==> config.mk <==
export PLATFORM = sky130hd
export DESIGN_NAME = pipeline_controller
export DESIGN_NICKNAME = d
export VERILOG_FILES = /design/src/rtl/constants_pkg.sv /design/src/rtl/pipe_stage_reg.sv /design/src/rtl/pipeline_controller.sv
export SDC_FILE = /design/constraint.sdc
export NUM_CORES = 1
export LEC_CHECK = 0
export ABC_AREA = 1
export CAP_MARGIN = 20
export CORE_MARGIN = 4
export CORE_UTILIZATION = 30
export DETAILED_ROUTE_END_ITERATION = 16
export GPL_ROUTABILITY_DRIVEN = 0
export GPL_TIMING_DRIVEN = 0
export PLACE_DENSITY = 0.57
export SETUP_SLACK_MARGIN = 0.05
export SLEW_MARGIN = 20
export SYNTH_ARGS = -nofsm -noshare
export SYNTH_HDL_FRONTEND = slang
export SYNTH_HIERARCHICAL = 1
export SYNTH_SLANG_ARGS = --single-unit
export TNS_END_PERCENT = 10
==> constraint.sdc <==
create_clock -name clk -period 4.45 [get_ports clk]
set_input_delay 0.445 -clock clk [delete_from_list [all_inputs] [get_ports clk]]
set_output_delay 0.445 -clock clk [all_outputs]
set_load 0.05 [all_outputs]
==> src/rtl/constants_pkg.sv <==
// Shared constants and helpers for the pipeline controller slice.
// Latency: n/a (declarations only).
// Backpressure: n/a.
package constants_pkg;

  localparam int PIPE_STAGES_DEFAULT = 5;
  localparam int PIPE_DATA_W_DEFAULT = 32;
  localparam int PERF_STALL_CNT_W    = 16;
  localparam int PERF_RETIRE_CNT_W   = 32;

  // Saturating increment for the per-stage stall counters.
  function automatic logic [PERF_STALL_CNT_W-1:0] sat_inc(input logic [PERF_STALL_CNT_W-1:0] v);
    return (&v) ? v : v + PERF_STALL_CNT_W'(1);
  endfunction

endpackage

==> src/rtl/pipe_stage_reg.sv <==
// One pipeline slot: valid bit plus payload register with flush/hold/load control.
// Latency: 1 cycle from load inputs to valid_q/data_q.
// Backpressure: hold keeps contents; flush clears valid (wins over hold/load).
module pipe_stage_reg
  import constants_pkg::*;
#(
  parameter int DATA_W = PIPE_DATA_W_DEFAULT
) (
  input  logic              clk,
  input  logic              rst,
  input  logic              flush,
  input  logic              hold,
  input  logic              load_vld,
  input  logic [DATA_W-1:0] load_dat,
  output logic              valid_q,
  output logic [DATA_W-1:0] data_q
);

  logic              valid_d;
  logic [DATA_W-1:0] data_d;

  // Next state: flush kills, hold freezes, otherwise take upstream; payload only moves with a valid entry.
  always_comb begin
    valid_d = valid_q;
    data_d  = data_q;
    if (flush) begin
      valid_d = 1'b0;
    end else if (!hold) begin
      valid_d = load_vld;
      if (load_vld) begin
        data_d = load_dat;
      end
    end
  end

  // Slot registers, cleared immediately by reset.
  always_ff @(posedge clk or posedge rst) begin
    if (rst) begin
      valid_q <= 1'b0;
      data_q  <= '0;
    end else begin
      valid_q <= valid_d;
      data_q  <= data_d;
    end
  end

endmodule

==> src/rtl/pipeline_controller.sv <==
// In-order pipeline of NUM_STAGES slots with per-stage stall, range flush and optional perf counters (PIPE_PERF_CNT_EN).
// Latency: NUM_STAGES cycles from accept at stage 0 to out_valid; one entry per cycle when unstalled.
// Backpressure: stalls propagate backwards only through valid stages (bubbles absorb them); in_ready drops when stage 0 is blocked or any flush is requested.
module pipeline_controller
  import constants_pkg::*;
#(
  parameter int NUM_STAGES = PIPE_STAGES_DEFAULT,
  parameter int DATA_W     = PIPE_DATA_W_DEFAULT
) (
  input  logic                                   clk,
  input  logic                                   rst,
  input  logic                                   in_valid,
  input  logic [DATA_W-1:0]                      in_data,
  output logic                                   in_ready,
  input  logic [NUM_STAGES-1:0]                  stall_req,
  input  logic [NUM_STAGES-1:0]                  flush_req,
  output logic [NUM_STAGES-1:0]                  stage_valid,
  output logic [NUM_STAGES*DATA_W-1:0]           stage_data,
  output logic [NUM_STAGES-1:0]                  stall_out,
  output logic                                   out_valid,
  output logic [DATA_W-1:0]                      out_data,
  output logic [NUM_STAGES*PERF_STALL_CNT_W-1:0] perf_stall_cnt,
  output logic [PERF_RETIRE_CNT_W-1:0]           perf_retire_cnt
);

  logic [NUM_STAGES-1:0] stage_vld;
  logic [DATA_W-1:0]     stage_dat [NUM_STAGES];
  logic [DATA_W-1:0]     stage_in  [NUM_STAGES];
  logic [NUM_STAGES-1:0] blocked;
  logic [NUM_STAGES-1:0] kill;
  logic [NUM_STAGES-1:0] load_vld;

  // Backward scan from the oldest stage: blocked chain and flush kill range (highest flush bit governs).
  always_comb begin
    logic blk_carry;
    logic kill_carry;
    blk_carry  = 1'b0;
    kill_carry = 1'b0;
    blocked    = '0;
    kill       = '0;
    for (int i = NUM_STAGES - 1; i >= 0; i--) begin
      blocked[i] = stage_vld[i] & (stall_req[i] | blk_carry);
      blk_carry  = blocked[i];
      kill_carry = kill_carry | flush_req[i];
      kill[i]    = kill_carry;
    end
  end

  assign in_ready  = ~blocked[0] & ~(|flush_req);
  assign stall_out = blocked;

  // Per-stage load: stage 0 takes the accepted input; a stage fed by a killed stage gets a bubble.
  always_comb begin
    load_vld    = '0;
    stage_in[0] = in_data;
    load_vld[0] = in_valid & in_ready;
    for (int i = 1; i < NUM_STAGES; i++) begin
      stage_in[i] = stage_dat[i-1];
      load_vld[i] = stage_vld[i-1] & ~blocked[i-1] & ~kill[i-1];
    end
  end

  for (genvar g = 0; g < NUM_STAGES; g++) begin : g_stage
    pipe_stage_reg #(
      .DATA_W (DATA_W)
    ) u_stage (
      .clk      (clk),
      .rst      (rst),
      .flush    (kill[g]),
      .hold     (blocked[g]),
      .load_vld (load_vld[g]),
      .load_dat (stage_in[g]),
      .valid_q  (stage_vld[g]),
      .data_q   (stage_dat[g])
    );
  end

  // Flatten per-stage payloads onto the wide output bus.
  always_comb begin
    stage_data = '0;
    for (int i = 0; i < NUM_STAGES; i++) begin
      stage_data[i*DATA_W +: DATA_W] = stage_dat[i];
    end
  end

  assign stage_valid = stage_vld;
  assign out_valid   = stage_vld[NUM_STAGES-1] & ~stall_req[NUM_STAGES-1];
  assign out_data    = stage_dat[NUM_STAGES-1];

`ifdef PIPE_PERF_CNT_EN
  logic [PERF_STALL_CNT_W-1:0]  stall_cnt_q [NUM_STAGES];
  logic [PERF_STALL_CNT_W-1:0]  stall_cnt_d [NUM_STAGES];
  logic [PERF_RETIRE_CNT_W-1:0] retire_cnt_q;
  logic [PERF_RETIRE_CNT_W-1:0] retire_cnt_d;

  // Stall counters saturate; retire counter wraps naturally.
  always_comb begin
    for (int i = 0; i < NUM_STAGES; i++) begin
      stall_cnt_d[i] = blocked[i] ? sat_inc(stall_cnt_q[i]) : stall_cnt_q[i];
    end
    retire_cnt_d = retire_cnt_q + PERF_RETIRE_CNT_W'(out_valid);
  end

  // Counter registers, cleared immediately by reset.
  always_ff @(posedge clk or posedge rst) begin
    if (rst) begin
      for (int i = 0; i < NUM_STAGES; i++) begin
        stall_cnt_q[i] <= '0;
      end
      retire_cnt_q <= '0;
    end else begin
      for (int i = 0; i < NUM_STAGES; i++) begin
        stall_cnt_q[i] <= stall_cnt_d[i];
      end
      retire_cnt_q <= retire_cnt_d;
    end
  end

  // Flatten stall counters onto the wide output bus.
  always_comb begin
    perf_stall_cnt = '0;
    for (int i = 0; i < NUM_STAGES; i++) begin
      perf_stall_cnt[i*PERF_STALL_CNT_W +: PERF_STALL_CNT_W] = stall_cnt_q[i];
    end
  end

  assign perf_retire_cnt = retire_cnt_q;
`else
  assign perf_stall_cnt  = '0;
  assign perf_retire_cnt = '0;
`endif

endmodule

==> flow_metrics.tcl <==
set metrics [dict create \
    rows 59 \
    syn_inst 903 \
    synth-seq-cells 165 \
    antenna_found_initial 0 \
    grt_pass1_vias 6038 \
    hp-class "reg -> reg" \
    worstPathMaxFanout 3 \
    netlist.area_leader.share 0.5218 \
    grt_max_degree 34 \
    synthFlopType "dfrtp_1" \
    skew_ns 0.009418 \
    crit_required_ns 4.01 \
    critical-path-max-stage-delay_ns 0.84 \
    track_usage 0.1546 \
    clockBufferDepth 2 \
    drtIter0Drc 286 \
    finalSetupTns_ns 0 \
    area_growth_pct 49.67 \
    finalCritPeriodShare 0.7149 \
    synthTopCellsByCount "nand2_1, dfrtp_1, nand3_1" \
    fillCellCount 2548 \
    min-delay-start "g_stage[1].u_stage/data_q[27]" \
    crit_slowest_cell "clkdlybuf4s50_1" \
    start_kind "input port" \
    clkTransAtPathRegs_ns 0.06 \
    p_int_w 0.002566 \
    dpl-instance-area_sq_um 11230 \
    pwr-share-clk 0.441 \
    cp_cell_sequence "clkdlybuf4s50_1 > nand2_1 > nand2_1 > nand2_1 > nand2_1 > nand2_1 > nand2_1 > nand2_1 > nand2_1 > nand2_1 > inv_1 > clkdlybuf4s50_1" \
    cts_buffers 17 \
    regArea_sq_um 4129 \
    pre_cts_slack_ns 1.284 \
    synth_cell_types 17 \
    maxSlewHeadroom 0.5204 \
    p_leak_nw 6.431 \
    wl_per_cell_microns 14.17 \
    startpoint "stall_req[4]" \
    cp-end-kind "output pin" \
    worst-slew-pin-transition_ns 0.7183 \
    combPwrFrac 0.121 \
    async_flop_share 1.000 \
    switching_share 0.2560 \
    drc_errors 0 \
    htreeDepth 4 \
    start_util 0.3045 \
    cts_hold_buf 0 \
    switchingPower_w 0.0008828 \
    grt_pass1_wl_mm 35.11 \
    maxCapViolCount 0 \
    layout_setup_ws_ns 1.269 \
    finalPower_w 0.003449 \
    post_cts_buffers 0 \
    rsz0062_at_grt "no" \
    postRouteAntennaNets 0 \
    synth_area_leader_cell "dfrtp_1" \
    multi_input_area_sq_um 2700 \
    overflow 0 \
    synth-edff-count 0 \
    ios 361 \
    syn_area_per_cell_sq_um 8.763 \
    via_per_inst 3.918 \
    cts_tree "done" \
    dieArea_sq_um 29040 \
    vias 6379 \
    critPathKind "in -> out" \
    crit_top_cell "nand2_1" \
    nets 1326 \
    design_area_sq_um 11840 \
    irDropWorstVdd_mv 0.1608 \
    power_density_nw_per_um2 291.2 \
    place_hpwl_mm 18.98 \
    clk_latency_ns 0.42 \
    drt-total-wl_mm 23.08 \
    final-hold-violation-count 0 \
    cp.arrival_ns 2.74 \
    clock_sinks 165 \
    status "completed" \
    setup_viol 0 \
    regToRegStartpoint "g_stage[4].u_stage/valid_q" \
    ctsResizeCount 0 \
    n_antenna_cell 0 \
    drive_above_1_share 0.1910 \
    core_sq_um 25980 \
    ys_seq_area_frac 0.5218 \
    cts_root_buf "clkbuf_16" \
    min_period_ns 3.181 \
    drtPass1Iterations 4 \
    die-width_microns 170.4 \
    yosys_warnings 6 \
    die_h_microns 170.4 \
    synth.most_common_cell "nand2_1" \
    io_buffers 248 \
    netlist_area_sq_um 7913 \
    synthTopCellsByArea "dfrtp_1, nand2_1, buf_4" \
    power_frac_seq 0.437 \
    slew_violations 0 \
    clock.fmax_mhz 314.3 \
]
## cells by family (layout without fill, tap and decap cells)
group                  after synthesis  count (layout)  share of synthesized area
buffers and inverters              214             493                     0.1896
DFF                                165             165                     0.5218
other                                1             112                  0.0004739
and+or+nand+nor                    523             523                     0.2881
## worst paths after layout
path	endpoint	slack [ns]	cells past startpoint
max	stall_out[0]	1.27	12
min	g_stage[1].u_stage/data_q[27]	0.49	2
max reg2reg	g_stage[0].u_stage/data_q[10]	2.37	15
min reg2reg	g_stage[1].u_stage/data_q[27]	0.49	2
max in group asynchronous	g_stage[1].u_stage/data_q[13]	3.25	2
min in group asynchronous	g_stage[4].u_stage/data_q[0]	0.71	2
## cells in the final DEF (no fill, tap or decap)
| master | n |
|---|---|
| nand2_1 | 337 |
| clkdlybuf4s50_1 | 248 |
| dfrtp_1 | 165 |
| nand3_1 | 160 |
| buf_4 | 144 |
| conb_1 | 112 |
| buf_2 | 35 |
| clkbuf_16 | 17 |
| buf_6 | 15 |
| inv_1 | 13 |
| inv_2 | 7 |
| nor2_4 | 6 |
| nand2_2 | 6 |
| nand3b_1 | 5 |
| clkbuf_8 | 4 |
| nor2_2 | 3 |
| nor2_1 | 3 |
| bufinv_16 | 3 |
| clkbuf_1 | 3 |
| clkinv_4 | 2 |
| or2_4 | 1 |
| nor2_8 | 1 |
| nor3b_2 | 1 |
| clkinv_2 | 1 |
| clkinvlp_4 | 1 |
## sequential cells by signal, indices dropped and copies added, names as in the netlist
name / cells
g_stage.u_stage/data_q: 160
g_stage.u_stage/valid_q: 5
## worst max-delay path: cells and delay by family
kind                   cells  cell delay, ns
buffers and inverters      3            1.48
AND/OR/NAND/NOR            9            0.81
## final cells by class
class / count / area share
timing repair buffer: 248 / 0.2096
clock buffer: 24 / 0.04152
buffer: 194 / 0.1203
tap: 335 / 0.03539
multi-input combinational: 635 / 0.2280
inverter: 20 / 0.006339
clock inverter: 7 / 0.01014
sequential: 165 / 0.3487
## power groups by stage
stage | clock network, W | registers [W] | logic, W
4_1_cts | 0.00156 | 0.00151 | 0.000417
3_5_place_dp | 0 | 0.00154 | 0.000417
3_3_place_gp | 0 | 0.00154 | 0.000416
6_report | 0.00152 | 0.00151 | 0.000418
2_1_floorplan | 0 | 0.00155 | 0.000332
5_1_grt | 0.00163 | 0.00151 | 0.000444
## layer usage
layer / global-route usage / vias to the layer above / part of all wire
li1: - / 3360 / -
met1: 0.1949 / 2842 / 0.42
met2: 0.2681 / 156 / 0.52
met3: 0.03113 / 21 / 0.043
met4: 0.04688 / 0 / 0.020
met5: 0 / - / 0
## stage by stage
| step | instances | hold slack [ns] | util |
|---|---|---|---|
| 2_1_floorplan | 1014 | 0.5739 | - |
| 3_3_place_gp | 1597 | 0.4804 | 0.4322 |
| 3_5_place_dp | 1597 | 0.4852 | 0.4322 |
| 4_1_cts | 1628 | 0.5006 | 0.4557 |
| 5_1_grt | 1628 | 0.5216 | 0.4557 |
| 6_report | 1628 | 0.4943 | 0.4557 |
Power figures use the tool's default switching activity.
